### src/rtl/uart_frame_parser_pkg.sv
// Shared types and default framing bytes for the UART frame parser.
package uart_frame_parser_pkg;

  typedef enum logic [2:0] {
    S_IDLE,
    S_LEN,
    S_CMD,
    S_PAY,
    S_END
  } parser_state_e;

  typedef enum logic [2:0] {
    E_NONE = 3'd0,
    E_LEN  = 3'd1,
    E_CMD  = 3'd2,
    E_END  = 3'd3,
    E_TMO  = 3'd4,
    E_OVR  = 3'd5
  } parser_err_e;

  localparam logic [7:0] DefStartByte = 8'hFE;
  localparam logic [7:0] DefEndByte   = 8'hEF;

endpackage

### src/rtl/uart_frame_timeout.sv
// Inter-byte idle counter; expired fires on the cycle the count would reach TIMEOUT_CYC.
module uart_frame_timeout #(
  parameter int unsigned TIMEOUT_CYC = 100000
) (
  input  logic clk,
  input  logic rst,
  input  logic clear,
  input  logic run,
  output logic expired
);

  if (TIMEOUT_CYC == 0) begin : g_off
    logic unused;
    assign unused  = clk ^ rst ^ clear ^ run;
    assign expired = 1'b0;
  end else begin : g_on
    localparam int unsigned CW = $clog2(TIMEOUT_CYC + 1);

    logic [CW-1:0] cnt_q, cnt_d;

    always_comb begin
      cnt_d = cnt_q;
      if (clear) begin
        cnt_d = '0;
      end else if (cnt_q != CW'(TIMEOUT_CYC)) begin
        cnt_d = cnt_q + CW'(1);
      end
    end

    always_ff @(posedge clk or negedge rst) begin
      if (!rst) begin
        cnt_q <= '0;
      end else begin
        cnt_q <= cnt_d;
      end
    end

    // A byte on the same cycle (clear) wins over expiry.
    assign expired = run && !clear && (cnt_q == CW'(TIMEOUT_CYC - 1));
  end

endmodule

### src/rtl/uart_frame_parser.sv
// Decodes START, LEN, CMD, PAYLOAD, END frames from the UART byte stream and
// presents each complete frame on a valid/ready port with error reporting.
module uart_frame_parser
  import uart_frame_parser_pkg::*;
#(
  parameter logic [7:0]  START_BYTE  = DefStartByte,
  parameter logic [7:0]  END_BYTE    = DefEndByte,
  parameter int unsigned MAX_PAYLOAD = 8,
  parameter int unsigned CMD_MAX     = 7,
  parameter int unsigned TIMEOUT_CYC = 100000,
  localparam int unsigned LW = $clog2(MAX_PAYLOAD + 1)
) (
  input  logic                     clk,
  input  logic                     rst,
  input  logic [7:0]               UART_Rx,
  input  logic                     Flag_Rx,
  input  logic                     frame_ready,
  output logic                     frame_valid,
  output logic [7:0]               frame_cmd,
  output logic [LW-1:0]            frame_len,
  output logic [MAX_PAYLOAD*8-1:0] frame_payload,
  output logic                     err_pulse,
  output logic [2:0]               err_code,
  output logic                     busy
);

  localparam int unsigned IW = (MAX_PAYLOAD > 1) ? $clog2(MAX_PAYLOAD) : 1;

  parser_state_e state_q, state_d;
  parser_err_e   err_d;
  logic [LW-1:0] len_q, len_d;
  logic [LW-1:0] idx_q, idx_d;
  logic [7:0]    cmd_q, cmd_d;

  logic [MAX_PAYLOAD-1:0][7:0] buf_q, buf_d;
  logic [MAX_PAYLOAD-1:0][7:0] opay_q, opay_d;

  logic          ovalid_q, ovalid_d;
  logic [7:0]    ocmd_q, ocmd_d;
  logic [LW-1:0] olen_q, olen_d;
  logic          err_pulse_q;
  logic [2:0]    err_code_q;
  logic          busy_q;

  logic tmo_expired;
  logic len_ok, cmd_ok;

  uart_frame_timeout #(
    .TIMEOUT_CYC(TIMEOUT_CYC)
  ) u_timeout (
    .clk    (clk),
    .rst    (rst),
    .clear  (Flag_Rx || (state_q == S_IDLE)),
    .run    (state_q != S_IDLE),
    .expired(tmo_expired)
  );

  // LEN covers CMD + payload + END, so payload count is LEN-2.
  assign len_ok = (UART_Rx >= 8'd2) && (32'(UART_Rx) <= MAX_PAYLOAD + 32'd2);
  assign cmd_ok = (UART_Rx != 8'd0) && (32'(UART_Rx) <= CMD_MAX);

  always_comb begin
    state_d  = state_q;
    len_d    = len_q;
    idx_d    = idx_q;
    cmd_d    = cmd_q;
    buf_d    = buf_q;
    ovalid_d = ovalid_q && !frame_ready;
    ocmd_d   = ocmd_q;
    olen_d   = olen_q;
    opay_d   = opay_q;
    err_d    = E_NONE;

    if (Flag_Rx) begin
      unique case (state_q)
        S_IDLE: begin
          if (UART_Rx == START_BYTE) begin
            state_d = S_LEN;
            buf_d   = '0;
          end
        end
        S_LEN: begin
          if (len_ok) begin
            len_d   = LW'(UART_Rx - 8'd2);
            state_d = S_CMD;
          end else begin
            err_d   = E_LEN;
            state_d = S_IDLE;
          end
        end
        S_CMD: begin
          if (cmd_ok) begin
            cmd_d   = UART_Rx;
            idx_d   = '0;
            state_d = (len_q != '0) ? S_PAY : S_END;
          end else begin
            err_d   = E_CMD;
            state_d = S_IDLE;
          end
        end
        S_PAY: begin
          buf_d[idx_q[IW-1:0]] = UART_Rx;
          idx_d = idx_q + LW'(1);
          if (idx_q + LW'(1) == len_q) begin
            state_d = S_END;
          end
        end
        S_END: begin
          if (UART_Rx == END_BYTE) begin
            state_d = S_IDLE;
            // Old frame still un-accepted this cycle: drop the new one.
            if (ovalid_q && !frame_ready) begin
              err_d = E_OVR;
            end else begin
              ovalid_d = 1'b1;
              ocmd_d   = cmd_q;
              olen_d   = len_q;
              opay_d   = buf_q;
            end
          end else begin
            err_d = E_END;
            if (UART_Rx == START_BYTE) begin
              state_d = S_LEN;
              buf_d   = '0;
            end else begin
              state_d = S_IDLE;
            end
          end
        end
        default: state_d = S_IDLE;
      endcase
    end else if (tmo_expired) begin
      err_d   = E_TMO;
      state_d = S_IDLE;
    end
  end

  always_ff @(posedge clk or negedge rst) begin
    if (!rst) begin
      state_q     <= S_IDLE;
      len_q       <= '0;
      idx_q       <= '0;
      cmd_q       <= '0;
      buf_q       <= '0;
      ovalid_q    <= 1'b0;
      ocmd_q      <= '0;
      olen_q      <= '0;
      opay_q      <= '0;
      err_pulse_q <= 1'b0;
      err_code_q  <= 3'd0;
      busy_q      <= 1'b0;
    end else begin
      state_q     <= state_d;
      len_q       <= len_d;
      idx_q       <= idx_d;
      cmd_q       <= cmd_d;
      buf_q       <= buf_d;
      ovalid_q    <= ovalid_d;
      ocmd_q      <= ocmd_d;
      olen_q      <= olen_d;
      opay_q      <= opay_d;
      err_pulse_q <= (err_d != E_NONE);
      if (err_d != E_NONE) begin
        err_code_q <= err_d;
      end
      busy_q      <= (state_d != S_IDLE);
    end
  end

  assign frame_valid   = ovalid_q;
  assign frame_cmd     = ocmd_q;
  assign frame_len     = olen_q;
  assign frame_payload = opay_q;
  assign err_pulse     = err_pulse_q;
  assign err_code      = err_code_q;
  assign busy          = busy_q;

endmodule

### config.mk
export PLATFORM = sky130hd
export DESIGN_NAME = uart_frame_parser
export DESIGN_NICKNAME = d
export VERILOG_FILES = /design/src/rtl/uart_frame_parser_pkg.sv /design/src/rtl/uart_frame_timeout.sv /design/src/rtl/uart_frame_parser.sv
export SDC_FILE = /design/constraint.sdc
export NUM_CORES = 1
export LEC_CHECK = 0
export BUFFER_PORTS_ARGS = -buffer_cell sky130_fd_sc_hd__buf_2
export CAP_MARGIN = 15
export CORE_MARGIN = 1
export CORE_UTILIZATION = 35
export DETAILED_ROUTE_END_ITERATION = 12
export PLACE_DENSITY = 0.5
export SYNTH_ARGS = -nofsm -noshare
export SYNTH_HDL_FRONTEND = slang
export SYNTH_SLANG_ARGS = --single-unit
### constraint.sdc
create_clock -name clk -period 3.2 [get_ports clk]
set_clock_uncertainty 0.2 [all_clocks]
set_input_delay 0.64 -clock clk [delete_from_list [all_inputs] [get_ports clk]]
set_output_delay 0.64 -clock clk [all_outputs]
set_load 0.01 [all_outputs]
==> flow_metrics.tcl <==
set metrics [dict create \
    cp-end-kind "flip-flop" \
    synth_edf_count 0 \
    grt_use_total_pct 16.9 \
    dp_slack_ps 299 \
    grt_overflow 0 \
    fillers 1884 \
    rsz0062_at_grt "false" \
    hpwl_mm 11.5 \
    syn_to_final_growth_pct 18.8 \
    drt_wl_total_mm 17.2 \
    cp.arrival_ps 2750 \
    setup_slack_ps 596 \
    layout-drive-gt1-share_pct 34.9 \
    path_max_fanout 12 \
    peakVddDrop_v 0.000319 \
    initial_utilization_pct 36.3 \
    clk_path_buf_depth 2 \
    period_share_pct 81.4 \
    async_reset_ff_share_pct 100 \
    synthDistinctLibCells 51 \
    grt_max_degree 88 \
    numCtsBuffers 17 \
    syn_inst 562 \
    wl_per_cell_um 18.2 \
    leakage_nw 4.28 \
    die_w_um 148 \
    outcome "completed" \
    clk_latency_ps 430 \
    final_util_pct 43.1 \
    die_h_um 148 \
    yosysSeqAreaShare_pct 61.3 \
    finalSetupTns_ps 0 \
    cp-startpoint "state_q[2]" \
    cpMaxStageDelayCell "and3b_1" \
    via_per_inst 5.10 \
    dr.pass1.iters 4 \
    core-area_um2 20500 \
    slew_viol_final 0 \
    place_congestion 0.853 \
    p_per_area_nw_per_um2 499 \
    synth_top_area_cell "dfrtp_1" \
    io-pin-count 94 \
    post-cts-setup-buffer-count 0 \
    drc 0 \
    cap_violations 0 \
    regToRegStartpoint "state_q[2]" \
    via_count 4812 \
    syn_nets 579 \
    cts_tree "built" \
    synth_area_leaders "dfrtp_1 61%, mux2_2 12%, o2bb2ai_1 7.7%" \
    first_global_vias 5076 \
    hp-class "flip-flop to flip-flop" \
    netlist_area_um2 7430 \
    cts_num_sinks 182 \
    global_route.usage.met2_pct 26.3 \
    critPathMaxStageDelay_ps 540 \
    min_from "cmd_q[1]" \
    ys.flop_type "dfrtp_1" \
    drt_iter0_markers 257 \
    netlist.area_leader.share_pct 61.3 \
    grt_antenna_before_repair 0 \
    io_buffers 93 \
    die-area_um2 21800 \
    grtUsageMet3_pct 3.55 \
    grtUsageMet1_pct 23.5 \
    path_buf_inv 0 \
    grt_pass1_wl_mm 28.2 \
    clock.fmax_ghz 0.384 \
    slew-limit-headroom_pct 58.0 \
    syn_avg_cell_area_um2 13.2 \
    tightest_slew_ps 629 \
    setup_violations 0 \
    top_usage_layer "met2" \
    rows 52 \
    cts-htree-levels 4 \
    path_clk_slew_ps 70 \
    nets 678 \
    crit_chain "and3b_1 -> and2_1 -> nand2_1 -> o2bb2ai_1" \
    hold_viol_final 0 \
    diodes 0 \
    cp.required_ps 3340 \
    cts_root_buf "clkbuf_16" \
    p_total_mw 4.41 \
    setup.worst_path.start_class "flip-flop" \
    synth-seq-cells 182 \
    critPathTopFamily "simple AND/OR/NAND/NOR gates" \
    yosysWarnings 0 \
    route.antenna.remaining_nets 0 \
    min_period_ps 2600 \
    critical_path_class "flip-flop to flip-flop" \
]
## worst register-to-register path: stages, from the launching register on
cell       delay [ps]
dfrtp_1           490
and3b_1           540
and2_1            470
nand2_1           500
o2bb2ai_1         320
## final timing paths
check | end | cells past startpoint | slack [ps]
max | buf_q[49] | 4 | 600
min | cmd_q[1] | 2 | 280
max reg2reg | buf_q[49] | 4 | 600
min reg2reg | cmd_q[1] | 2 | 280
max in group asynchronous | frame_payload[52] | 3 | 1640
min in group asynchronous | frame_payload[30] | 2 | 440
## layer usage
layer / wire [um] / up-vias
met5: 0 / -
met4: 313 / 0
met3: 864 / 22
met2: 8050 / 109
met1: 7990 / 2430
li1: - / 2251
## kinds of logic (layout without fill, tap and decap cells)
logic type      after synthesis  count (layout)  share of synthesized area [%]
buf+inv                      34             146                           1.97
mux                          78              78                           11.8
fa+ha+maj                     5               5                          0.842
flops                       182             182                           61.3
xor+xnor                     20              20                           2.36
compound gates               98              98                           11.0
simple gates                145             145                           10.7
## sequential cells by signal, indices dropped and copies added (netlist names)
register / cells
u_timeout.g_on.cnt_q: 17
busy: 1
frame_valid: 1
idx_q: 4
state_q: 3
frame_len: 4
frame_cmd: 8
cmd_q: 8
frame_payload: 64
err_pulse: 1
len_q: 4
err_code: 3
buf_q: 64
## Yosys cell counts, types with 2 or more instances
cell,n
nand3b_1,4
and4_1,2
a31o_2,2
nor4_1,6
inv_1,10
or3_1,2
a21o_1,2
and2_1,7
nand3_1,12
o2bb2ai_1,65
dfrtp_1,182
nand2_1,40
nand2_4,8
or4_1,4
nor2_1,30
o31ai_1,3
nand2b_1,2
nand4_1,6
o311ai_0,2
xor2_1,13
xnor2_1,7
nor3b_1,2
ha_1,5
nor2b_1,2
a31oi_1,2
buf_2,9
or3b_2,3
mux2_2,78
or2_2,2
buf_1,3
nor3_1,7
clkbuf_1,11
a21oi_1,4
o21ai_0,8
## cell type report
cell class,instances,area (um2),area share [%]
clock buffers,21,480,5.44
clock inverters,11,88.8,1.01
inverters,10,37.5,0.425
multi-input cells,346,2740,31.0
flip-flops and latches,182,4550,51.6
well taps,270,338,3.82
repair buffers,104,594,6.73
## where the power goes
part / internal [mW] / switching, mW / total (mW) / leakage [nW]
registers: 2.31 / 0.00353 / 2.31 / 2.54
logic: 0.0254 / 0.0706 / 0.0961 / 1.47
clock network: 1.09 / 0.910 / 2.00 / 0.273
## stage by stage
| stage | hold WS (ps) | cells | instance area (um2) |
|---|---|---|---|
| final | 279 | 944 | 8830 |
| after global routing | 295 | 944 | 8830 |
| after CTS | 286 | 944 | 8830 |
| after detailed placement | 267 | 911 | 8250 |
| after global placement | 263 | 911 | 8250 |
| after floorplan | 144 | 562 | 7430 |
## timing repair
action | CTS | global route
gates resized for setup | 0 | 0
hold buffers | 1 | 0
endpoints found under the hold margin | 22 | 0
## cells in the final DEF, fill, tap and decap left out, types with 3 or more instances in the layout
| master | instances |
|---|---|
| or3b_2 | 3 |
| nand2_4 | 8 |
| xnor2_1 | 7 |
| nand2_1 | 40 |
| o21ai_0 | 8 |
| and2_1 | 7 |
| nand3_1 | 12 |
| ha_1 | 5 |
| o31ai_1 | 3 |
| mux2_2 | 78 |
| buf_12 | 3 |
| nor4_1 | 6 |
| xor2_1 | 13 |
| buf_4 | 7 |
| or4_1 | 4 |
| a21oi_1 | 4 |
| o2bb2ai_1 | 65 |
| nor3_1 | 7 |
| clkbuf_16 | 17 |
| nor2_1 | 29 |
| inv_6 | 5 |
| inv_1 | 10 |
| nand4_1 | 6 |
| clkbuf_8 | 4 |
| dfrtp_1 | 182 |
| buf_2 | 92 |
| clkinvlp_4 | 3 |
| nand3b_1 | 4 |
No activity file was read; power rests on OpenSTA's default activity.
